**src/rtl/mod_reduce.sv**
```systemverilog
// Sequential restoring modular reduction: out = in mod mod, one dividend bit per cycle.
// Fixed latency of IN_W CALC cycles regardless of operand values; mod = 0 flags div0.
module mod_reduce #(
  parameter int unsigned IN_W = 16,
  parameter int unsigned N_W  = 8
) (
  input  logic            clk,
  input  logic            rst_n,
  input  logic            start,
  input  logic [IN_W-1:0] in,
  input  logic [N_W-1:0]  mod,
  output logic [N_W-1:0]  out,
  output logic            finish,
  output logic            busy,
  output logic            div0
);

  localparam int unsigned CNT_W = (IN_W > 1) ? $clog2(IN_W) : 1;
  localparam int unsigned R_W   = N_W + 1;

  typedef enum logic [1:0] {
    IDLE = 2'd0,
    CALC = 2'd1,
    DONE = 2'd2
  } state_t;

  state_t            r_state, w_state_nxt;
  logic [IN_W-1:0]   r_d,     w_d_nxt;
  logic [N_W-1:0]    r_n,     w_n_nxt;
  logic [N_W-1:0]    r_rem,   w_rem_nxt;
  logic [CNT_W-1:0]  r_cnt,   w_cnt_nxt;
  logic [N_W-1:0]    r_out,   w_out_nxt;
  logic              r_finish, w_finish_nxt;
  logic              r_busy,   w_busy_nxt;
  logic              r_div0,   w_div0_nxt;

  logic [R_W-1:0]    w_shift;
  logic              w_ge;
  logic [N_W-1:0]    w_sub;
  logic [N_W-1:0]    w_rem_upd;
  logic              w_last;

  // Compare/subtract run at N_W+1 bits; the stored remainder is < N so N_W bits hold it.
  assign w_shift   = {r_rem, r_d[IN_W-1]};
  assign w_ge      = (w_shift >= {1'b0, r_n});
  assign w_sub     = N_W'(w_shift - {1'b0, r_n});
  assign w_rem_upd = w_ge ? w_sub : w_shift[N_W-1:0];
  assign w_last    = (r_cnt == CNT_W'(IN_W - 1));

  // Next-state and next-output logic
  always_comb begin
    w_state_nxt  = r_state;
    w_d_nxt      = r_d;
    w_n_nxt      = r_n;
    w_rem_nxt    = r_rem;
    w_cnt_nxt    = r_cnt;
    w_out_nxt    = r_out;
    w_finish_nxt = 1'b0;
    w_busy_nxt   = r_busy;
    w_div0_nxt   = r_div0;

    case (r_state)
      IDLE: begin
        if (start) begin
          w_d_nxt     = in;
          w_n_nxt     = mod;
          w_rem_nxt   = '0;
          w_cnt_nxt   = '0;
          w_div0_nxt  = 1'b0;
          w_busy_nxt  = 1'b1;
          w_state_nxt = CALC;
        end
      end
      CALC: begin
        w_rem_nxt = w_rem_upd;
        w_d_nxt   = r_d << 1;
        w_cnt_nxt = r_cnt + 1'b1;
        if (w_last) begin
          w_state_nxt  = DONE;
          w_finish_nxt = 1'b1;
          if (r_n == '0) begin
            w_out_nxt  = '1;
            w_div0_nxt = 1'b1;
          end else begin
            w_out_nxt  = w_rem_upd;
          end
        end
      end
      DONE: begin
        w_busy_nxt  = 1'b0;
        w_state_nxt = IDLE;
      end
      default: begin
        w_busy_nxt  = 1'b0;
        w_state_nxt = IDLE;
      end
    endcase
  end

  always_ff @(posedge clk or negedge rst_n) begin
    if (!rst_n) begin
      r_state  <= IDLE;
      r_d      <= '0;
      r_n      <= '0;
      r_rem    <= '0;
      r_cnt    <= '0;
      r_out    <= '0;
      r_finish <= 1'b0;
      r_busy   <= 1'b0;
      r_div0   <= 1'b0;
    end else begin
      r_state  <= w_state_nxt;
      r_d      <= w_d_nxt;
      r_n      <= w_n_nxt;
      r_rem    <= w_rem_nxt;
      r_cnt    <= w_cnt_nxt;
      r_out    <= w_out_nxt;
      r_finish <= w_finish_nxt;
      r_busy   <= w_busy_nxt;
      r_div0   <= w_div0_nxt;
    end
  end

  assign out    = r_out;
  assign finish = r_finish;
  assign busy   = r_busy;
  assign div0   = r_div0;

endmodule

```
**config.mk**
```make
export PLATFORM = sky130hd
export DESIGN_NAME = mod_reduce
export DESIGN_NICKNAME = d
export VERILOG_FILES = /design/src/rtl/mod_reduce.sv
export SDC_FILE = /design/constraint.sdc
export NUM_CORES = 1
export LEC_CHECK = 0
export CORE_AREA = 2 2 89 133
export DETAILED_ROUTE_END_ITERATION = 10
export DIE_AREA = 0 0 91 135
export GPL_ROUTABILITY_DRIVEN = 0
export HOLD_SLACK_MARGIN = 0.08
export PLACE_DENSITY = 0.51
export SLEW_MARGIN = 40
export SYNTH_ARGS = -nofsm -noshare
export SYNTH_HDL_FRONTEND = slang
export SYNTH_SLANG_ARGS = --single-unit
```
**constraint.sdc**
```tcl
create_clock -name clk -period 3.8 [get_ports clk]
set_input_delay 1.14 -clock clk [delete_from_list [all_inputs] [get_ports clk]]
set_output_delay 1.14 -clock clk [all_outputs]
set_load 0.05 [all_outputs]
```
# --- Word-level counts from Yosys, hierarchy flattened ---
# Index checks and enable logic that the tools add are counted.
word_totals:
  in_bits: 27
  register_bits: 49
  output_inout_bits: 11
op_classes:
  n_bitwise: 1
  reduce_logical: 9
  n_mux: 19
  n_eq_ne: 5
  n_lt_le_gt_ge: 1
  n_addsub: 2
ops:
  columns: ["op", "count"]
  rows:
  - ["case mux 16 bit (2 select lines)", 1]
  - ["2-to-1 mux 8 bit", 3]
  - ["2-to-1 mux 16 bit", 1]
  - ["case mux 8 bit (2 select lines)", 1]
  - ["AND reduction 2 bit", 5]
  - ["greater-or-equal comparator 9 x 8 -> 1 bit", 1]
  - ["logical NOT 8 bit", 1]
  - ["case mux 4 bit (2 select lines)", 1]
  - ["subtractor 8 bit", 1]
  - ["2-to-1 mux 1 bit", 6]
  - ["!= test 2 bit, second input constant", 3]
  - ["adder 4 x 1 -> 4 bit, second input constant", 1]
  - ["== test 4 bit, second input constant", 1]
  - ["2-to-1 mux 2 bit", 2]
  - ["2-to-1 mux 4 bit", 1]
  - ["case mux 1 bit (2 select lines)", 2]
  - ["case mux 2 bit (2 select lines)", 1]
  - ["AND reduction 4 bit", 1]
  - ["== test 2 x 1 -> 1 bit, second input constant", 1]
  - ["logical NOT 2 bit", 1]
  - ["nonzero test 2 bit", 1]
  - ["inverter 1 bit", 1]

# --- Logic depth before layout (Yosys ltp) ---
# Gate-level depths: netlist of run 1.
logic_depth:
  ltp_word: 4
  depth_mapped: 9
  depth_no_buf: 9

# --- Least setup slack after synthesis of run 1 ---
# OpenSTA, ideal clock, no wires.
synth_path:
  path_type: "in2reg"
  startpoint: "in start"
  endpoint: "reg r_n[1]"
  path_stages: 6
  path_buffers: 3
  arrival_ps: 1997
  setup_ps: 127
  slack_ps: 1676
  path_cell_list: "nor2b_1 > clkbuf_1 > nor2b_1 > buf_2 > buf_2 > o21ai_0"
synth_between:
  elab_chain_cells: 1
synth_lines:
  columns: ["element", "line", "source"]
  rows:
  - ["from (decl)", "9", "input logic start,"]
  - ["AND reduction 2 bit (no source line)", null, null]
  - ["to (signal assigned)", "114", "r_n <= w_n_nxt;"]
  - ["to (decl)", "29", "logic [N_W-1:0] r_n, w_n_nxt;"]
# No other way between the ends.
# A chain may end at the register's enable or synchronous reset.

# --- Worst setup path in the final report of run 1 ---
layout_path:
  startpoint: "reg r_out[0], in the netlist out[0]"
  endpoint: "out out[0]"
layout_rtl:
  columns: ["element", "line", "source"]
  rows:
  - ["from (decl)", "32", "logic [N_W-1:0] r_out, w_out_nxt;"]
  - ["from (signal assigned)", "117", "r_out <= w_out_nxt;"]
  - ["to (decl)", "12", "output logic [N_W-1:0] out,"]
# No word-level cell between the ends.

==> run summary, run 1 <==
outcome - finished clean
Max VDD drop - 0.257 mV
CTS tree - built
first-pass GRT wire length - 12200 um
Mean Syn Cell Area - 9.05 sq um
setup bufs post-CTS - 0
critical setup path kind - flop to primary output
EDFF count, synth - 0
Placeable Area - 0.0111 sq mm
period utilization - 68.9%
worst path bufs/invs - 1
CP max stage cell - clkdlybuf4s50_1
Worst EP arrival - 1.48 ns
#FFs+latches synth - 49
sequential fraction of the synthesis area - 45.2%
cell area power density - 974 mW/mm^2
Data required, critical path - 2.66 ns
worst-margin pin slew - 0.660 ns
delay-heaviest family, CP - buffers and inverters
vias in the first global route - 2414
Die Y - 135 um
antenna violations before repair - 0
Layout Nets - 369
Max Freq - 382 MHz
Clock Skews - 0.00728 ns
clock root cell - clkbuf_16
io pins - 38
chip width - 91 um
worst-path fanout max - 2
Pre-antenna DRT Iters - 4
Max Slew Vio Count - 0
Synth Flop Type - dfrtp_1
Die ar. - 0.0123 sq mm
final setup TNS - 0 ns
Clock Latency Late Sink - 0.30 ns
CTS clock-pin slew for the worst setup and hold paths - 0.07 ns
crit start category - flop
Synth async-reset ratio - 100%
met3 usage - 1.79%
Post-CTS Resized - 0
Hold Crit Class - flop to flop
via/cell ratio - 4.84
Mapped Nets - 337
total wire length - 7320 um
CTS H-tree depth - 2
crit end category - primary output
Slew headroom - 55.9%
Ant. Diodes - 0
global routing usage on met1 - 14.5%
Tot GR Track Use - 12.4%
Detail Route Antenna Nets - 0
IO Port Bufs - 37
layout cells sized above 1 - 7.21%
row count - 47
Initial DRC Count - 128
grt met2 use - 22.1%
grt peak-use layer - met2
largest net degree at the start of global routing - 38
Largest stage delay, worst path - 0.81 ns
Vias - 2323
Final Hold Fails - 0
DPL Wire Length - 5410 um
CTS max path bufs - 2
minimum clock period - 2.62 ns
RSZ-0062 raised after global routing - no
Final Hold Slack - 0.498 ns
Distinct cells, synth - 46
Syn Std Cell Area - 0.00272 sq mm
per-cell routed wire length - 15.3 um
Layout area overhead - 25.3%
leakage - 1.40 nW
CTS sink count - 49
number of max-cap violations - 0
initial cell density of the core - 24.6%
critical path, cell by cell - clkdlybuf4s50_1
Hold Buf Count CTS - 0
total CTS buffers - 5
total of warnings raised by yosys - 0
DR DRC count - 0
final setup fails - 0
gr ovfl total - 0
Synth Instances - 300
-- path summary, 6_finish.rpt --
path                                      start              endpoint  slack, ns  cells past startpoint
min reg2reg                r_cnt[3]$_DFFE_PN0P_  r_cnt[3]$_DFFE_PN0P_       0.50                      1
max in group asynchronous                 rst_n   r_d[15]$_DFFE_PN0P_       2.42                      2
min in group asynchronous                 rst_n    out[3]$_DFFE_PN0P_       0.80                      1
max reg2reg                r_rem[5]$_DFFE_PN0P_    out[0]$_DFFE_PN0P_       1.38                      5
min                        r_cnt[3]$_DFFE_PN0P_  r_cnt[3]$_DFFE_PN0P_       0.50                      1
max                          out[0]$_DFFE_PN0P_                out[0]       1.18                      1
-- registers in the layout (all words and copies together), names as in the netlist --
| signal | cells |
|---|---|
| r_cnt | 4 |
| finish | 1 |
| r_state | 2 |
| out | 8 |
| r_d | 16 |
| r_n | 8 |
| div0 | 1 |
| r_rem | 8 |
| busy | 1 |
-- routing by layer --
| metal | vias up | routed length (um) |
|---|---|---|
| met5 | - | 0 |
| met4 | 0 | 214 |
| met3 | 10 | 193 |
| met2 | 50 | 3850 |
| met1 | 1121 | 3060 |
| li1 | 1142 | - |
-- cell usage after synthesis, drive strengths merged, types with 3 or more instances --
master   n  area [sq um]
ha       9           113
o211ai   5          42.5
dfrtp   49          1230
nor2b   18           113
nor2    23          86.3
a22oi   15           113
nand4    4          25.0
nand2b   3          18.8
nand3    3          15.0
a21oi   25           125
inv     13          48.8
a22o     3          26.3
o31ai    3          22.5
nor3     4          20.0
clkbuf  10          37.5
o21ai   32           160
nand2   30           115
nor4     6          37.5
a211oi   8          65.1
buf     12          76.3
-- metrics by stage --
stage | instances | worst slack (ns) | cell area [sq um] | power [mW] | util [%]
final | 480 | 1.18 | 3400 | 3.31 | 30.8
after floorplan | 300 | 1.68 | 2720 | 2.31 | -
after global routing | 480 | 1.13 | 3400 | 3.58 | 30.8
after detailed placement | 472 | 1.22 | 3230 | 2.80 | 29.2
after global placement | 472 | 1.25 | 3230 | 2.77 | 29.2
after CTS | 480 | 1.15 | 3400 | 3.34 | 30.8
-- power breakdown --
part	total [mW]	internal, mW	switching (mW)
clock network	0.522	0.315	0.206
registers	0.934	0.752	0.182
logic	1.86	0.706	1.15
total	3.31	1.77	1.54
-- logic make-up after synthesis --
family | count (synthesis) | share of synthesized area (%)
buffers and inverters | 35 | 5.99
adder cells (fa/ha/maj) | 10 | 4.88
flip-flops | 49 | 45.2
AO/OA/AOI/OAI | 109 | 26.2
XOR/XNOR | 3 | 0.968
AND/OR/NAND/NOR | 94 | 16.8
-- worst register-to-register path: stages, from the launching register on --
cell and delay, ns:
dfrtp_1 0.44, ha_1 0.42, a2111o_1 0.49, o211ai_2 0.46, a21oi_1 0.13, o32a_1 0.36
-- cell type report --
| cell class | instances | area [sq um] |
|---|---|---|
| fillers | 1226 | 7650 |
| multi-input cells | 216 | 1330 |
| flip-flops and latches | 49 | 1230 |
| repair buffers | 47 | 443 |
| well taps | 147 | 184 |
| clock buffers | 5 | 125 |
| inverters | 13 | 48.8 |
| clock inverters | 3 | 47.5 |
-- placed cells by master, fill, tap and decap left out, types with 9 or more instances in the layout --
master / Yosys / routed
nor2b_1: 18 / 18
nor2_1: 23 / 23
clkdlybuf4s50_1: 0 / 36
ha_1: 9 / 9
a21oi_1: 25 / 25
inv_1: 13 / 13
dfrtp_1: 49 / 49
nand2_1: 29 / 29
o21ai_0: 31 / 31
a22oi_1: 15 / 15
buf_4: 2 / 11
Power figures use the tool's default switching activity.
==> inputs of run 2 (changes only) <==
Clock period 3.8 ns to 2.6 ns, I/O delays scaled along.
==> run 2 against run 1 <==
Flip-flop and latch count stayed put. Largest power group unchanged. Critical endpoint is now out[0]$_DFFE_PN0P_. Register-to-register slack worse by 1.1 ns. Die area did not move.
==> run summary, run 2 (synthesis results as in run 1) <==
CTS max path bufs - 2 (unchanged)
Slew headroom - 63.5% (+7.7 points)
outcome - finished clean
IO Port Bufs - 37 (unchanged)
leakage - 1.42 nW (+1.1%)
Layout Nets - 372 (+0.81%)
Hold Crit Class - input pin to async pin
FF/Latch Area - 0.00123 sq mm (unchanged)
layout cells sized above 1 - 8.33% (+1.1 points)
most flop-heavy register - r_d
initial cell density of the core - 24.6% (unchanged)
period utilization - 90.3%
Largest stage delay, worst path - 0.49 ns (-0.32 ns)
net switching power - 2.22 mW (+44%)
CTS tree - built
Post-CTS Resized - 0 (unchanged)
first-pass GRT wire length - 12400 um (+1.9%)
Die Y - 135 um (unchanged)
cell area power density - 1390 mW/mm^2 (+43%)
number of max-cap violations - 0 (unchanged)
total wire length - 7280 um (-0.67%)
Final Hold Slack - 0.402 ns (-0.0958 ns)
final setup fails - 0 (unchanged)
DP Area - 0.00326 sq mm (+1.1%)
post-layout instance count excluding filler cells - 483 (+0.63%)
CTS clock-pin slew for the worst setup and hold paths - 0.07 ns (about the same)
commonest non-fill, non-tap cells in the layout - 49 x dfrtp_1, 36 x clkdlybuf4s50_1, 31 x o21ai_0, 29 x nand2_1, 25 x a21oi_1
worst-path fanout max - 11 (+9)
gr ovfl total - 0 (unchanged)
via/cell ratio - 4.88 (+0.88%)
CP max stage cell - a2111o_1
Detail Route Antenna Nets - 0 (unchanged)
vias in the first global route - 2533 (+4.9%)
fill count - 1210 (-1.3%)
Comb power frac - 57.0% (+1.0 points)
fin area - 0.00342 sq mm (+0.59%)
Data required, critical path - 2.77 ns (+0.11 ns)
CTS sink count - 49 (unchanged)
Sequential Power Share - 28.6% (+0.4 points)
Worst EP arrival - 2.52 ns (+1.04 ns)
clock root cell - clkbuf_16
Switching Fraction - 46.6% (+0.20 points)
Clock Power Share - 14.4% (-1.4 points)
Layout area overhead - 26.0%
crit start category - flop
RSZ-0062 raised after global routing - no
Clock Skews - 0.0103 ns (+0.00306 ns)
Tot GR Track Use - 12.6% (+0.27 points)
DP Worst Slack - 0.290 ns (-0.934 ns)
io pins - 38 (unchanged)
internal power - 2.53 mW (+43%)
Hold Buf Count CTS - 0 (unchanged)
chip width - 91 um (unchanged)
Max VDD drop - 0.355 mV (+38%)
Clock Latency Late Sink - 0.30 ns (about the same)
commonest non-fill, non-tap cell in the layout - dfrtp_1
per-cell routed wire length - 15.1 um (-1.3%)
total CTS buffers - 5 (unchanged)
CTS H-tree depth - 2 (unchanged)
Final Hold Fails - 0 (unchanged)
critical path, cell by cell - ha_1, a2111o_1, o211ai_2, a21oi_1, o32a_1
Initial DRC Count - 149 (+16%)
Largest register FFs - 16 (unchanged)
setup bufs post-CTS - 0 (unchanged)
Worst Setup Slack, final - 0.253 ns (-0.931 ns)
largest net degree at the start of global routing - 26 (-32%)
DPL Wire Length - 5390 um (-0.42%)
critical setup path kind - flop to flop
placed insts - 475 (+0.64%)
final setup TNS - 0 ns (unchanged)
Pre-antenna DRT Iters - 4 (unchanged)
overall power - 4.75 mW (+43%)
row count - 47 (unchanged)
antenna violations before repair - 0 (unchanged)
DR DRC count - 0 (unchanged)
Max Slew Vio Count - 0 (unchanged)
worst-margin pin slew - 0.547 ns (-0.114 ns)
Ant. Diodes - 0 (unchanged)
minimum clock period - 2.35 ns
area of the multi-input gates - 0.00133 sq mm (+0.28%)
final core occ - 30.9% (+0.18 points)
Vias - 2358 (+1.5%)
Placeable Area - 0.0111 sq mm (unchanged)
crit end category - flop
Max Freq - 426 MHz
Die ar. - 0.0123 sq mm (unchanged)
==> run 2: final cells by class <==
| class | count | share of cell area [%] |
|---|---|---|
| Multi-Input combinational cell | 216 | 38.9 |
| Sequential cell | 49 | 35.8 |
| Timing Repair Buffer | 50 | 13.9 |
| Tap cell | 147 | 5.38 |
| Clock buffer | 6 | 4.06 |
| Inverter | 13 | 1.43 |
| Clock inverter | 2 | 0.512 |
==> run 2: final timing paths <==
kind,depth (start not counted),slack [ns],to,startpoint
min,1,0.40,out[6]$_DFFE_PN0P_,rst_n
max reg2reg,5,0.25,out[0]$_DFFE_PN0P_,r_rem[5]$_DFFE_PN0P_
min reg2reg,1,0.50,r_cnt[3]$_DFFE_PN0P_,r_cnt[3]$_DFFE_PN0P_
max in group asynchronous,2,1.70,r_n[3]$_DFFE_PN0P_,rst_n
max,5,0.25,out[0]$_DFFE_PN0P_,r_rem[5]$_DFFE_PN0P_
min in group clk,1,0.50,r_cnt[3]$_DFFE_PN0P_,r_cnt[3]$_DFFE_PN0P_
==> run 2: critical path, delay by kind of cell, from the launching register on <==
kind | cells | cell delay (ns)
adder cells (fa/ha/maj) | 1 | 0.40
AO/OA/AOI/OAI | 4 | 1.41
flip-flops | 1 | 0.42
==> run 2: power groups by stage <==
stage	Combinational [mW]	Sequential (mW)	Clock (mW)
floorplan	1.85	1.54	0
global placement	2.69	1.37	0
detailed placement	2.71	1.37	0
CTS	2.73	1.36	0.709
global route	3.01	1.40	0.740
finish	2.71	1.36	0.684
==> run 2: routing by layer <==
metal / global-route usage (%) / share of wire (%) / vias up
met2: 22.0 / 52 / 53
met1: 15.2 / 43 / 1142
met3: 2.01 / 3.1 / 14
li1: - / - / 1149
met5: 0 / 0 / -
met4: 6.06 / 2.8 / 0
==> inputs of run 3 (changes only) <==
Settings changed: CTS_CLUSTER_DIAMETER set to 100, GPL_ROUTABILITY_DRIVEN 0 to unset.
==> results of run 3 <==
The final DEF is identical to that of run 2; final timing and power are the same.
